`src/rtl/desc_dispatch_queue.sv`:
```
// Descriptor dispatch queue: dedups grants via a pending bitmap, queues indices in a FIFO,
// and issues them one at a time to an engine through an IDLE/ISSUE/WAIT handshake.
module desc_dispatch_queue #(
  parameter int unsigned MAX_DESC = 16,
  localparam int unsigned IDX_W = $clog2(MAX_DESC),
  localparam int unsigned CNT_W = IDX_W + 1
) (
  input  logic                clk,
  input  logic                rst_n,
  input  logic                gnt_vld,
  input  logic [IDX_W-1:0]    gnt_idx,
  output logic                disp_valid,
  output logic [IDX_W-1:0]    disp_idx,
  input  logic                disp_ready,
  input  logic                done_vld,
  output logic                cmpl_vld,
  output logic [IDX_W-1:0]    cmpl_idx,
  output logic [MAX_DESC-1:0] pending,
  output logic [CNT_W-1:0]    fifo_cnt,
  output logic                busy,
  output logic                dup_err,
  input  logic                clr_err
);

  typedef enum logic [1:0] {IDLE, ISSUE, WAIT} state_t;

  state_t              state;
  logic [IDX_W-1:0]    mem [MAX_DESC];
  logic [IDX_W-1:0]    wr_ptr;
  logic [IDX_W-1:0]    rd_ptr;
  logic [IDX_W-1:0]    cur_idx;
  logic                push;
  logic                pop;
  logic                dup;
  logic                done_take;
  logic [MAX_DESC-1:0] pending_nxt;

  assign disp_idx = cur_idx;

  // A grant colliding with the same-cycle clear still sees the old set bit, so it is a duplicate.
  always_comb begin
    dup         = gnt_vld & pending[gnt_idx];
    push        = gnt_vld & ~pending[gnt_idx];
    pop         = (state == IDLE) && (fifo_cnt != '0);
    done_take   = (state == WAIT) && done_vld;
    pending_nxt = pending;
    if (done_take) pending_nxt[cur_idx] = 1'b0;
    if (push)      pending_nxt[gnt_idx] = 1'b1;
  end

  // Storage needs no reset: occupancy gates every read.
  always_ff @(posedge clk) begin
    if (push) mem[wr_ptr] <= gnt_idx;
  end

  always_ff @(posedge clk or negedge rst_n) begin
    if (!rst_n) begin
      state      <= IDLE;
      wr_ptr     <= '0;
      rd_ptr     <= '0;
      fifo_cnt   <= '0;
      pending    <= '0;
      cur_idx    <= '0;
      disp_valid <= 1'b0;
      cmpl_vld   <= 1'b0;
      cmpl_idx   <= '0;
      dup_err    <= 1'b0;
      busy       <= 1'b0;
    end else begin
      pending  <= pending_nxt;
      fifo_cnt <= fifo_cnt + CNT_W'(push) - CNT_W'(pop);
      cmpl_vld <= 1'b0;
      if (push) wr_ptr <= wr_ptr + IDX_W'(1);
      if (pop)  rd_ptr <= rd_ptr + IDX_W'(1);
      if (dup)          dup_err <= 1'b1;
      else if (clr_err) dup_err <= 1'b0;

      case (state)
        IDLE: begin
          if (pop) begin
            cur_idx    <= mem[rd_ptr];
            disp_valid <= 1'b1;
            busy       <= 1'b1;
            state      <= ISSUE;
          end
        end
        ISSUE: begin
          if (disp_ready) begin
            disp_valid <= 1'b0;
            state      <= WAIT;
          end
        end
        WAIT: begin
          if (done_vld) begin
            cmpl_vld <= 1'b1;
            cmpl_idx <= cur_idx;
            busy     <= 1'b0;
            state    <= IDLE;
          end
        end
        default: begin
          disp_valid <= 1'b0;
          busy       <= 1'b0;
          state      <= IDLE;
        end
      endcase
    end
  end

endmodule

```
`config.mk`:
```
export PLATFORM = sky130hd
export DESIGN_NAME = desc_dispatch_queue
export DESIGN_NICKNAME = d
export VERILOG_FILES = /design/src/rtl/desc_dispatch_queue.sv
export SDC_FILE = /design/constraint.sdc
export NUM_CORES = 1
export LEC_CHECK = 0
export CORE_MARGIN = 2
export CORE_UTILIZATION = 46
export DETAILED_ROUTE_END_ITERATION = 10
export PLACE_DENSITY = 0.64
export SLEW_MARGIN = 20
export SYNTH_ARGS = -nofsm -noshare
export SYNTH_HDL_FRONTEND = slang
export SYNTH_SLANG_ARGS = --single-unit
export TNS_END_PERCENT = 100
```
`constraint.sdc`:
```
create_clock -name clk -period 4.8 [get_ports clk]
set_clock_uncertainty 0.05 [all_clocks]
set_input_delay 0.48 -clock clk [delete_from_list [all_inputs] [get_ports clk]]
set_output_delay 0.48 -clock clk [all_outputs]
set_load 0.01 [all_outputs]
```
==> results of run 1 <==
## final timing paths
path / from / to / cells past startpoint
max: gnt_idx[2] / fifo_cnt[4] / 14
min: rst_n / state[1] / 1
max reg2reg: fifo_cnt[2] / fifo_cnt[4] / 14
min reg2reg: cmpl_idx[2] / cmpl_idx[2] / 2
max in group asynchronous: rst_n / fifo_cnt[0] / 1
min in group clk: cmpl_idx[2] / cmpl_idx[2] / 2
## layer usage
layer	vias to the layer above	part of all wire
met4	0	0.013
met5	-	0
met2	88	0.47
met1	1373	0.47
li1	1269	-
met3	9	0.051
## sequential cells by signal, summed over array words and instances (netlist names)
name        count
mem            64
pending        16
fifo_cnt        5
cmpl_idx        4
disp_idx        4
rd_ptr          4
wr_ptr          4
state           2
busy            1
cmpl_vld        1
disp_valid      1
dup_err         1
## cells by family after synthesis
kind of cell | count (synthesis)
flops | 107
fa+ha+maj | 12
simple gates | 82
xor+xnor | 10
buf+inv | 32
mux | 33
compound gates | 46
## metrics by stage
stage / hold slack [ns] / instance area, um^2 / power [mW] / instances
6_report: 0.194 / 5450 / 3.30 / 503
5_1_grt: 0.270 / 5450 / 3.51 / 503
4_1_cts: 0.221 / 5450 / 3.32 / 503
3_5_place_dp: 0.412 / 5250 / 2.76 / 487
3_3_place_gp: 0.408 / 5240 / 2.72 / 486
2_1_floorplan: 0.134 / 4690 / 2.22 / 322
## final cells by class
class,count,area share
Sequential cell,107,0.550
Multi-Input combinational cell,183,0.287
Timing Repair Buffer,47,0.0845
Inverter,17,0.0117
Clock buffer,10,0.0234
Clock inverter,6,0.0133
Tap cell,133,0.0305
## worst reg2reg max path, cell delays in order (launching register included)
cell	delay, ns
dfrtp_1	0.41
inv_1	0.09
ha_1	0.14
nor4b_1	0.45
or3_1	0.43
clkinv_1	0.34
ha_1	0.36
inv_1	0.06
ha_1	0.16
inv_1	0.06
fa_1	0.39
inv_1	0.07
a21oi_1	0.05
o21bai_1	0.16
xnor2_1	0.13
## power by group
part           switching, mW  total (mW)  internal, mW
logic                  0.540        1.23         0.687
clock network          0.314       0.563         0.249
registers              0.305        1.51          1.20
total                   1.16        3.30          2.14
## cell usage after synthesis (3+ instances only)
| library cell | instances |
|---|---|
| edfxtp_1 | 64 |
| dfrtp_1 | 43 |
| o21ai_0 | 31 |
| nand2_1 | 29 |
| mux4_2 | 24 |
| inv_1 | 15 |
| nor2_1 | 15 |
| ha_1 | 11 |
| clkbuf_1 | 7 |
| nand3_1 | 7 |
| nand3b_1 | 6 |
| xnor2_1 | 6 |
| nand2b_1 | 5 |
| buf_1 | 4 |
| mux2_2 | 4 |
| mux2i_1 | 4 |
| nor3_1 | 4 |
| o311ai_0 | 4 |
| o31ai_1 | 4 |
| or2_1 | 4 |
| or3_1 | 4 |
| a21oi_1 | 3 |
| buf_2 | 3 |
| xor2_1 | 3 |
==> flow_summary.toml, run 1 <==
[outcome]
status = "finished clean"

[synth]
syn_avg_cell_area_um2 = 14.6
synthSimpleGateAreaFrac = 0.0870
synthXorXnorAreaFrac = 0.0203
netlist_instances = 322
yosysSeqAreaShare = 0.639
synthMuxAreaShare = 0.136
synth_edf_count = 64
synth_ff_type = "edfxtp_1"
synth.distinct_cells = 40
synth_compound_area_frac = 0.0563
synthAdderAreaFrac = 0.0336
synth_seq_cells = 107
synth_nets = 344
synth_top_family_by_area = "multiplexers"
yosysWarnings = 0
yosysTopAreaCell = "edfxtp_1"
ys_top_cells_by_area = "edfxtp_1 41%, dfrtp_1 23%, mux4_2 12%"
synthArstFlopShare = 0.402
synth_top_area_share = 0.410
syn-cell-area_mm2 = 0.00469

[sta]
worst-slew-pin-transition_ns = 0.937
hold_violations = 0
report.final.slew_viol_count = 0
worst_slack_ns = 1.02
fin_crit_ns = 3.78
slew_headroom = 0.375
fin_tns_setup_ns = 0
timing.fmax_mhz = 265
fin_crit_sh = 0.788
setup_viol = 0
grt_setup_unrepaired = "false"

[clocking]
ctsResizeCount = 0
htreeDepth = 3
numCtsBuffers = 9
clk_path_buf_depth = 2
path_clk_slew_ns = 0.11
cts_sinks = 107
cts_hold_buffers = 0
post_cts_buffers = 0
cts_tree = "built"
clk_latency_ns = 0.36
cts_root_buffer = "clkbuf_8"

[floorplanning]
die_w_um = 105
coreArea_mm2 = 0.00982
die_area_mm2 = 0.0110
ios = 43
fp.dieH_um = 105
fp-row-count = 36
initial_core_util = 0.478

[routing]
drtIter0Drc = 229
dr.pass1.iters = 4
viasPerCell = 5.45
route.detailed.wl_per_inst_um = 18.9
vias = 2739
postRouteAntennaNets = 0
drt_wl_total_um = 9500
route.detailed.drc = 0

[power]
p_leak_nw = 1.97
irDropWorstVdd_uv = 227
power_density_mw_per_mm2 = 605

[place]
gp_congestion = 0.814
io_buffers = 42
dp_hpwl_um = 6870
post-place-ws_ns = 0.656

[global_route]
use_met1 = 0.270
grt-busiest-layer = "met2"
gr-total-overflow = 0
grtUsageTotal = 0.180
use_met2 = 0.275
grt.met3_usage = 0.0299
grt_pass1_vias = 2673
antenna_found_initial = 0
grt_first_pass_wirelength_um = 15100
grt_max_degree = 44

[layout]
nets = 387
regArea_mm2 = 0.00300
antenna-diode-count = 0
area_growth_pct = 16.2
postLayoutCoreUtil = 0.555
final_cell_mix = "64 x edfxtp_1, 43 x dfrtp_1, 41 x clkdlybuf4s50_1"
fillCellCount = 846
drive_gt1_frac = 0.149
multi_input_area_mm2 = 0.00156
final_common_cell = "edfxtp_1"

[setup_path]
cp.buffers_inverters = 5
worstPathRequired_ns = 5.04
slowest_stage = "clkdlybuf4s50_1"
arrival_ns = 4.02
crit_family = "multiplexers"
cp-start-kind = "primary input"
critPathKind = "primary input to flip-flop"
cp_max_fo = 9
crit_chain = "clkdlybuf4s50_1, mux4_2, mux4_2, nor2_2, inv_1, ha_1, inv_1, ha_1, inv_1, fa_1, inv_1, a21oi_1, o21bai_1, xnor2_1"
rrSetupSlack_ns = 1.38
cpMostUsedCell = "inv_1"
end_kind = "flip-flop"
slowest_delay_ns = 0.79

[job]
max-cap-violations = 0

[hold_path]
hold_path_class = "primary input to async pin"
No activity file was read; power rests on OpenSTA's default activity.
==> run 2: changes to the inputs <==
- PLACE_DENSITY: 0.64 -> 0.67
- clock period: 4.8 -> 3.2 ns (I/O delays scaled with it)
==> run 2 against run 1 <==
Against the previous run:
- hold slack worse by 0.15 ns
- first-iteration DRC count decreased by 21%
- total power grew 54%
- final area is 4.2% higher
- final cell count up 6.4%
- die area is the same
- routed wire length increased by 3.8%
- register-to-register slack lost 1.2 ns
- largest power group unchanged
==> flow_summary.toml, run 2 (synthesized netlist as in run 1, its figures left out) <==
[sta]
grt_setup_unrepaired = "false"
worst-slew-pin-transition_ns = 0.949
fin_crit_ns = 3.02
hold_violations = 0
whs_ns = 0.0488
slew_headroom = 0.368
fin_crit_sh = 0.943
fin_tns_setup_ns = 0
timing.fmax_mhz = 332
setup_viol = 0
report.final.slew_viol_count = 0

[routing]
viasPerCell = 5.39
postRouteAntennaNets = 0
drt_wl_total_um = 9860
route.detailed.wl_per_inst_um = 18.4
vias = 2886
route.detailed.drc = 0
drtIter0Drc = 182
dr.pass1.iters = 4

[job]
max-cap-violations = 0

[layout]
largest_reg_flops = 64
nets = 419
top_regs = "mem (64), pending (16), fifo_cnt (5)"
multi_input_area_mm2 = 0.00156
fillCellCount = 815
drive_gt1_frac = 0.214
area_growth_pct = 21.1
top_register = "mem"
regArea_mm2 = 0.00300
final_common_cell = "edfxtp_1"
antenna-diode-count = 0
final_cell_mix = "64 x edfxtp_1, 43 x dfrtp_1, 39 x clkdlybuf4s50_1"

[floorplanning]
die_w_um = 105
fp-row-count = 36
ios = 43
die_area_mm2 = 0.0110
initial_core_util = 0.478
fp.dieH_um = 105
coreArea_mm2 = 0.00982

[clocking]
post_cts_buffers = 0
htreeDepth = 3
cts_tree = "built"
clk_path_buf_depth = 2
cts_hold_buffers = 0
cts_root_buffer = "clkbuf_8"
cts_sinks = 107
clk_latency_ns = 0.36
numCtsBuffers = 9
path_clk_slew_ns = 0.10

[place]
gp_congestion = 0.911
io_buffers = 42
dp_hpwl_um = 7160

[global_route]
gr-total-overflow = 0
grt_max_degree = 44
grt_pass1_vias = 2860
grtUsageTotal = 0.188
antenna_found_initial = 0
grt_first_pass_wirelength_um = 15600

[setup_path]
worstPathRequired_ns = 3.44
critPathKind = "flip-flop to flip-flop"
cp-start-kind = "flip-flop"
cp_max_fo = 4
end_kind = "flip-flop"
arrival_ns = 3.26

[power]
irDropWorstVdd_uv = 367
power_density_mw_per_mm2 = 893
p_int_mw = 3.32
total_power_mw = 5.07
comb_power_share = 0.397
clockPowerShare = 0.161
pwr-share-seq = 0.442
p_leak_nw = 2.14
switching_share = 0.345
switchingPower_mw = 1.75

[outcome]
status = "finished clean"

[hold_path]
hold_path_class = "primary input to async pin"
run 2: cell count changes in the layout (fill, tap and decap cells not counted):
cell / delta
buf_6: +1
fa_1: -1
clkinvlp_2: -1
dlymetal6s2s_1: +1
clkinv_1: +2
buf_8: -1
inv_8: -1
fa_2: +1
clkdlybuf4s50_1: -2
buf_4: +32
dlygate4sd2_1: +1
run 2: layer usage:
metal	vias to the layer above	global-route usage	routed length, um
met5	-	0	0
met4	0	0.0533	111
met3	10	0.0424	518
met2	105	0.298	4730
met1	1429	0.262	4500
li1	1342	-	-
run 2: cell type report:
type / count / share of cell area
clock buffers: 10 / 0.0225
flip-flops and latches: 107 / 0.528
clock inverters: 6 / 0.0112
multi-input cells: 183 / 0.275
inverters: 17 / 0.0112
well taps: 133 / 0.0293
repair buffers: 79 / 0.123
run 2: critical path, stage by stage (launching register included):
cell and delay, ns:
dfrtp_1 0.43, mux4_2 0.49, mux4_2 0.51, nor2_2 0.12, inv_1 0.05, ha_1 0.28, inv_1 0.07, ha_1 0.16
inv_1 0.06, fa_2 0.33, inv_1 0.06, a21oi_1 0.07, o21bai_1 0.15, xnor2_1 0.13
run 2: final timing paths:
path | from | end | slack (ns) | depth (start not counted)
worst max-delay path | pending[15] | fifo_cnt[4] | 0.18 | 13
worst min-delay path | rst_n | pending[0] | 0.05 | 1
worst max register to register | pending[15] | fifo_cnt[4] | 0.18 | 13
worst min register to register | cmpl_idx[0] | cmpl_idx[0] | 0.43 | 2
max in group asynchronous | rst_n | disp_idx[3] | 2.46 | 1
min in group clk | gnt_idx[2] | mem[11][2] | 0.35 | 2
run 2: power by group through the flow:
stage | Combinational (mW) | Clock (mW) | Sequential (mW)
after floorplan | 1.20 | 0 | 2.13
after global placement | 1.97 | 0 | 2.27
after detailed placement | 2.02 | 0 | 2.27
after CTS | 2.03 | 0.835 | 2.24
after global routing | 2.21 | 0.892 | 2.30
final | 2.01 | 0.816 | 2.24
run 2: what timing repair did:
item,4_1_cts,5_1_grt
pin swaps,2,2
gates resized for setup,2,2
endpoints found under the setup margin,1,1
cloned,0,0
run 2: metrics by stage:
stage	worst slack (ns)	std cells	utilization	cell area, um^2
CTS	0.0166	535	0.578	5680
finish	0.184	535	0.579	5680
detailed placement	-0.432	519	0.558	5480
global route	0.0542	535	0.579	5680
global placement	-0.383	519	0.558	5480
floorplan	0.152	322	-	4690
